$ cat src/rtl/mmio_score_bank.sv
// Memory-mapped score/event bank for N players: edge-captured points, per-player event
// queues with overflow, auto-score mode, win detection and game-over lockout.
module mmio_score_bank #(
  parameter int NUM_PLAYERS = 2,
  parameter int SCORE_W     = 3,
  parameter int EVT_CNT_W   = 4,
  parameter int ADDR_W      = 12,
  parameter int BASE_ADDR   = 2046,
  parameter int WIN_SCORE   = 7
) (
  input  logic                           clock,
  input  logic                           rst,
  input  logic [ADDR_W-1:0]              address,
  input  logic [31:0]                    data,
  input  logic                           wren,
  input  logic [NUM_PLAYERS-1:0]         point,
  output logic                           sel,
  output logic                           hit,
  output logic [31:0]                    rdata,
  output logic [NUM_PLAYERS*SCORE_W-1:0] scores,
  output logic                           game_over,
  output logic [2:0]                     winner,
  output logic                           irq
);

  localparam int WIN_WORDS = 4 + 2 * NUM_PLAYERS;

  logic [ADDR_W-1:0]      offset;
  logic [SCORE_W-1:0]     score_r [NUM_PLAYERS];
  logic [EVT_CNT_W-1:0]   count_r [NUM_PLAYERS];
  logic [NUM_PLAYERS-1:0] ovf;
  logic [NUM_PLAYERS-1:0] point_q;
  logic                   auto_mode;
  logic                   freeze;

  logic                   wr_en;
  logic                   wr_clear;
  logic                   wr_ctrl;
  logic                   restart;
  logic [NUM_PLAYERS-1:0] wr_score;
  logic [NUM_PLAYERS-1:0] pop;
  logic [NUM_PLAYERS-1:0] pt_edge;
  logic [NUM_PLAYERS-1:0] event_bits;
  logic                   win_any;
  logic [2:0]             win_idx;
  logic [31:0]            rd_next;

  assign offset = address - ADDR_W'(BASE_ADDR);
  assign sel    = (address >= ADDR_W'(BASE_ADDR)) && (offset < ADDR_W'(WIN_WORDS));

  // Edges are dropped while frozen, after the game ends, and in a RESTART cycle.
  always_comb begin
    wr_en    = wren & sel;
    wr_clear = wr_en && (offset == ADDR_W'(1));
    wr_ctrl  = wr_en && (offset == ADDR_W'(2));
    restart  = wr_ctrl & data[2];
    wr_score = '0;
    pop      = '0;
    for (int i = 0; i < NUM_PLAYERS; i++) begin
      wr_score[i] = wr_en && (offset == ADDR_W'(4 + i));
      pop[i]      = wr_clear & data[i];
    end
    pt_edge = point & ~point_q & {NUM_PLAYERS{~(freeze | game_over | restart)}};
  end

  // Lowest-index player at or above the winning score.
  always_comb begin
    win_any = 1'b0;
    win_idx = '0;
    for (int i = NUM_PLAYERS - 1; i >= 0; i--) begin
      if (score_r[i] >= SCORE_W'(WIN_SCORE)) begin
        win_any = 1'b1;
        win_idx = 3'(i);
      end
    end
  end

  always_ff @(posedge clock) begin
    if (rst) begin
      point_q   <= '0;
      auto_mode <= 1'b0;
      freeze    <= 1'b0;
      game_over <= 1'b0;
      winner    <= '0;
      ovf       <= '0;
      for (int i = 0; i < NUM_PLAYERS; i++) begin
        score_r[i] <= '0;
        count_r[i] <= '0;
      end
    end else begin
      point_q <= point;
      if (restart) begin
        auto_mode <= data[0];
        freeze    <= 1'b0;
        game_over <= 1'b0;
        winner    <= '0;
        ovf       <= '0;
        for (int i = 0; i < NUM_PLAYERS; i++) begin
          score_r[i] <= '0;
          count_r[i] <= '0;
        end
      end else begin
        if (wr_ctrl) begin
          auto_mode <= data[0];
          freeze    <= data[1];
        end
        if (!game_over && win_any) begin
          game_over <= 1'b1;
          winner    <= win_idx;
        end
        for (int i = 0; i < NUM_PLAYERS; i++) begin
          if (wr_score[i])
            score_r[i] <= data[SCORE_W-1:0];
          else if (auto_mode && pt_edge[i] && (score_r[i] != '1))
            score_r[i] <= score_r[i] + 1'b1;

          // A queued edge and a pop in the same cycle cancel out.
          if (!auto_mode && pt_edge[i] && !pop[i]) begin
            if (count_r[i] == '1)
              ovf[i] <= 1'b1;
            else
              count_r[i] <= count_r[i] + 1'b1;
          end else if (pop[i] && !(!auto_mode && pt_edge[i]) && (count_r[i] != '0)) begin
            count_r[i] <= count_r[i] - 1'b1;
          end
        end
      end
    end
  end

  always_comb begin
    rd_next = '0;
    if (sel) begin
      if (offset == ADDR_W'(0))
        rd_next[NUM_PLAYERS-1:0] = event_bits;
      if (offset == ADDR_W'(2))
        rd_next[1:0] = {freeze, auto_mode};
      if (offset == ADDR_W'(3)) begin
        rd_next[NUM_PLAYERS-1:0] = ovf;
        rd_next[16]              = game_over;
        rd_next[19:17]           = winner;
      end
      for (int i = 0; i < NUM_PLAYERS; i++) begin
        if (offset == ADDR_W'(4 + i))
          rd_next[SCORE_W-1:0] = score_r[i];
        if (offset == ADDR_W'(4 + NUM_PLAYERS + i))
          rd_next[EVT_CNT_W-1:0] = count_r[i];
      end
    end
  end

  always_ff @(posedge clock) begin
    if (rst) begin
      hit   <= 1'b0;
      rdata <= '0;
    end else begin
      hit   <= sel;
      rdata <= rd_next;
    end
  end

  always_comb begin
    scores     = '0;
    event_bits = '0;
    for (int i = 0; i < NUM_PLAYERS; i++) begin
      scores[i*SCORE_W +: SCORE_W] = score_r[i];
      event_bits[i]                = (count_r[i] != '0);
    end
    irq = |event_bits;
  end

endmodule

$ cat config.mk
export PLATFORM = sky130hd
export DESIGN_NAME = mmio_score_bank
export DESIGN_NICKNAME = d
export VERILOG_FILES = /design/src/rtl/mmio_score_bank.sv
export SDC_FILE = /design/constraint.sdc
export NUM_CORES = 1
export LEC_CHECK = 0
export BUFFER_PORTS_ARGS = -buffer_cell sky130_fd_sc_hd__buf_4
export CORE_ASPECT_RATIO = 0.9
export CORE_MARGIN = 1
export CORE_UTILIZATION = 45
export CTS_CLUSTER_SIZE = 28
export DETAILED_ROUTE_END_ITERATION = 6
export PLACE_DENSITY = 0.73
export SLEW_MARGIN = 5
export SYNTH_ARGS = -nofsm -noshare
export SYNTH_HDL_FRONTEND = slang
export SYNTH_SLANG_ARGS = --single-unit
$ cat constraint.sdc
create_clock -name clock -period 8.8 [get_ports clock]
set_clock_uncertainty 0.1 [all_clocks]
set_input_delay 2.64 -clock clock [delete_from_list [all_inputs] [get_ports clock]]
set_output_delay 2.64 -clock clock [all_outputs]
set_load 0.02 [all_outputs]
==> results of run 1 <==
==> power by group <==
group	switching, mW	internal [mW]
sequential	0.0116	0.151
clock	0.0526	0.0632
combinational	0.0483	0.0298
total	0.112	0.244
==> cell families after synthesis <==
| group | after synthesis | synth area share |
|---|---|---|
| muxes | 10 | 0.0585 |
| buffers and inverters | 48 | 0.126 |
| and+or+nand+nor | 111 | 0.253 |
| AOI/OAI and AO/OA | 56 | 0.178 |
| adders and majority gates | 11 | 0.0617 |
| DFF | 29 | 0.307 |
| xor gates and xnor gates | 4 | 0.0149 |
| other | 1 | 0.00160 |
==> metrics by stage <==
step	hold slack, ps	power, mW
after floorplan	337	0.227
after global placement	350	0.241
after detailed placement	374	0.243
after CTS	390	0.359
after global routing	417	0.377
final	385	0.356
==> layout by cell type (no fill, tap or decap), types with 3 or more instances in the layout <==
cell type	Yosys	routed
clkbuf_8	0	6
and4_1	4	4
inv_1	9	9
nand2b_1	3	3
nor3_1	6	6
edfxtp_1	14	14
buf_4	30	36
a21oi_1	11	11
mux4_2	3	3
ha_1	10	10
nor4_1	3	3
or3_1	4	4
a31oi_1	6	6
and2_1	5	5
a211oi_1	5	5
nor2_1	30	30
conb_1	1	28
o21ai_0	8	8
nand2_1	20	20
and3_1	5	5
o211ai_1	3	3
dfxtp_1	15	15
nand3_1	6	6
nor3b_1	6	6
o22ai_1	6	6
nor2b_1	8	8
mux2i_1	7	7
==> critical path: stages <==
cell and delay (ps):
buf_4 210, ha_1 280, and4_1 320, and4_1 270
o22ai_1 140, or2_1 370, nor2_1 210, buf_4 170
==> registers in the layout, summed over array words and instances (netlist names) <==
register and flops:
point_q 2, count_r 8, freeze 1, hit 1, rdata 6, ovf 2, game_over 1, auto_mode 1
score_r 6, winner 1
==> per-layer routing <==
metal / routed length [um] / vias up / track usage
met2: 2310 / 74 / 0.296
met4: 58 / 0 / 0.0556
met3: 346 / 6 / 0.0465
li1: - / 995 / -
met1: 2410 / 930 / 0.278
met5: 0 / - / 0
==> cell type report <==
cell class                 instances  area (um2)  area share
tap                               65        81.3      0.0308
inverter                          10        37.5      0.0142
timing repair buffer              36         270       0.102
clock inverter                     2        13.8     0.00521
clock buffer                       6        82.6      0.0313
sequential                        29         721       0.273
multi-input combinational        220        1440       0.544
==> worst min path at each step <==
| stage | from | cells after the start | endpoint |
|---|---|---|---|
| final | ovf[0] | 2 | ovf[0] |
| after CTS | ovf[0] | 2 | ovf[0] |
| after global routing | ovf[0] | 2 | ovf[0] |
| after global placement | ovf[0] | 2 | ovf[0] |
| after detailed placement | ovf[0] | 2 | ovf[0] |
| after floorplan | ovf[0] | 2 | ovf[0] |
==> flow_summary.toml, run 1 <==
[status]
status = "complete, no violations"

[drt]
ant_nets = 0
num_vias = 2005
viasPerCell = 5.45
wl_per_cell_um = 13.9
dr.pass1.iters = 4
dr.first_iter.drc_count = 123
wl_um = 5120
route.detailed.drc = 0

[die]
initial_core_util = 0.477
die_height_um = 70.6
die_area_mm2 = 0.00552
io_pins = 94
core_area_mm2 = 0.00492
die_width_um = 78.2
rows = 24

[cts]
clk_pin_slew_ps = 70
max-clock-path-buffers = 2
cts_hold_buf = 0
clock_latency_ps = 290
clock_sinks = 29
ctsResizeCount = 0
post_cts_buffers = 0
cts_buffers = 5
htreeDepth = 2
cts_tree = "done"
root_buffer = "clkbuf_8"

[sta]
tightest_slew_ps = 689
hold_viol_final = 0
rsz0062_at_grt = "no"
relSlewSlack = 0.536
final-setup-viol-count = 0
fin_ws_ps = 1450
fin_crit_sh = 0.836
fin_tns_setup_ps = 0
fin_crit_ps = 7350
fmax_ghz = 0.136
slew_viol_final = 0

[setup_path]
arrival_ps = 4610
cp-end-kind = "output port"
worstSetupPathType = "primary input to output port"
rrSetupSlack_ps = 6010
crit_start = "address[1]"
rr_endpoint = "count_r[0][3]"
cp-start-kind = "primary input"
critPathMaxFanout = 18
r2r_start = "count_r[0][0]"
worstPathRequired_ps = 6060
ff2ff_path_depth = 10
critical_path.endpoint = "sel"

[final_layout]
antenna_cells = 0
post-route-util = 0.537
fin_cells = 368
final_cell_area_mm2 = 0.00264
num-fill-cells = 468
final_nets = 362
syn2layout_area_growth_pct = 12.4
drive_gt1_frac = 0.178

[logic_synthesis]
synth.avg_cell_area_um2 = 8.71
ys_seq_area_frac = 0.307
synth_top_cell_by_area = "edfxtp_1"
synth_seq_cells = 29
synthCells = 270
ys_top_cells_by_area = "edfxtp_1 (18%), dfxtp_1 (13%), buf_4 (9.6%), ha_1 (5.3%), nor2_1 (4.8%)"
synth_commonest_cells = "buf_4 (30), nor2_1 (30), nand2_1 (20)"
yosysTopAreaCellShare = 0.179
synth_edf_count = 14
ys_dominant_reg_cell = "dfxtp_1"
netlist_area_mm2 = 0.00235
postSynth.asyncResetShare = 0
yosys_warnings = 0
synth_cell_types = 57

[global_routing]
antenna_found_initial = 0
grt_overflow_total = 0
grt_max_degree = 19
grt_pass1_wl_um = 8400
grt_use_total = 0.196
grt_pass1_vias = 1755

[power_and_ir_drop]
peakVddDrop_mv = 0.0886
powerDensity_mw_per_mm2 = 135
p_leak_nw = 1.12

[placed_design]
place.gp.congestion = 0.847
dpl_cell_area_mm2 = 0.00255
pre_cts_ws_ps = 1480
port-buffer-count = 36
dpl.cell_count = 360
dp_hpwl_um = 4020

[hold_path]
min_path_type = "flop to flop"

[flow_run]
cap_violations = 0
(Power assumes the default switching activity.)
==> run 2, diff against run 1 <==
clock period = 6.8 ns   (was 8.8 ns; I/O delays follow)
==> run 2 against run 1 <==
  * Wire length rose by 0.64%
  * Via count fell by 1.7%
  * Clock power rose by 29%
  * Design area did not move
  * Total power rose by 30%
  * Critical path type unchanged
  * Largest power group unchanged
==> flow_summary.toml, run 2 (same netlist as run 1, synthesis figures left out) <==
[final_layout]
final_common_cell = "buf_4"
final_nets = 362
largestRegisters = "count_r (8), rdata (6), score_r (6)"
post-route-util = 0.537
antenna_cells = 0
largest-register = "count_r"
layout_common_cells = "buf_4 (36), nor2_1 (30), conb_1 (28), nand2_1 (20), dfxtp_1 (15)"
syn2layout_area_growth_pct = 12.4
largest_reg_flops = 8
drive_gt1_frac = 0.178
final_cell_area_mm2 = 0.00264

[setup_path]
arrival_ps = 4020
slowest_delay_ps = 370
cp-end-kind = "output port"
path_cells = "buf_4 > ha_1 > and4_1 > and4_1 > o22ai_1 > or2_1 > nor2_1 > buf_4"
worstPathRequired_ps = 4660
cp-start-kind = "primary input"
critPathBufInv = 2
cp_slowest_cell = "or2_1"
cpLargestDelayFamily = "simple AND/OR/NAND/NOR gates"
worstSetupPathType = "primary input to output port"
critPathMaxFanout = 18

[power_and_ir_drop]
p_leak_nw = 1.12
total_power_mw = 0.462
peakVddDrop_mv = 0.0972
powerDensity_mw_per_mm2 = 175

[cts]
ctsResizeCount = 0
post_cts_buffers = 0
htreeDepth = 2
cts_tree = "done"
cts_buffers = 5
clock_sinks = 29
clock_latency_ps = 290
cts_hold_buf = 0
max-clock-path-buffers = 2
clk_pin_slew_ps = 70
root_buffer = "clkbuf_8"

[sta]
hold_viol_final = 0
hold_ws_ps = 383
slew_viol_final = 0
fin_tns_setup_ps = 0
fin_crit_ps = 6160
relSlewSlack = 0.550
rsz0062_at_grt = "no"
final-setup-viol-count = 0
fmax_ghz = 0.162
tightest_slew_ps = 668
fin_crit_sh = 0.906

[global_routing]
grt_pass1_wl_um = 8340
grt_pass1_vias = 1756
antenna_found_initial = 0
grt_use_total = 0.199
grt_max_degree = 19
grt_overflow_total = 0

[placed_design]
place.gp.congestion = 0.848
dp_hpwl_um = 4000
port-buffer-count = 36
dpl_cell_area_mm2 = 0.00255

[drt]
wl_met2_um = 2270
wl_per_cell_um = 14.0
wl_met3_um = 298
wl_met1_um = 2510
viasPerCell = 5.36
wl_um = 5160
route.detailed.drc = 0
routed.top_layer = "met4"
num_vias = 1971
dr.first_iter.drc_count = 132
ant_nets = 0
dr.pass1.iters = 4

[die]
initial_core_util = 0.477
core_area_mm2 = 0.00492
die_area_mm2 = 0.00552
rows = 24
io_pins = 94
die_width_um = 78.2
die_height_um = 70.6

[hold_path]
min_path_type = "flop to flop"

[status]
status = "complete, no violations"

[flow_run]
cap_violations = 0
## run 2: path summary, 6_finish.rpt
path,start,to,slack (ps),depth (start not counted)
hold / removal,ovf[0],ovf[0],380,2
setup / recovery,address[1],sel,640,8
hold reg to reg,ovf[0],ovf[0],380,2
setup reg to reg,count_r[0][0],count_r[0][3],3960,10
## run 2: final cells by class
cell class	count	area, um2
timing repair buffer	36	270
multi-input combinational	220	1440
sequential	29	721
tap	65	81.3
fill	492	2280
inverter	10	37.5
clock inverter	2	13.8
clock buffer	6	82.6
## run 2: metrics by stage
stage,worst slack (ps),std cells
2_1_floorplan,948,297
3_5_place_dp,681,360
3_3_place_gp,661,360
4_1_cts,673,368
5_1_grt,480,368
6_report,637,368
## run 2: tightest hold or removal path, cell delays in order, from the launching register on
cell and delay [ps]:
dfxtp_1 330, a21oi_1 50, nor2_1 70
## run 2: where the power goes
group          internal (mW)  switching [mW]
Combinational         0.0387          0.0624
Sequential             0.195          0.0152
Clock                 0.0818          0.0685
Total                  0.316           0.146
## run 2: routing by layer
layer,track usage,vias up
met1,0.278,909
met3,0.0581,7
met4,0.0761,0
met2,0.290,57
li1,-,998
met5,0,-
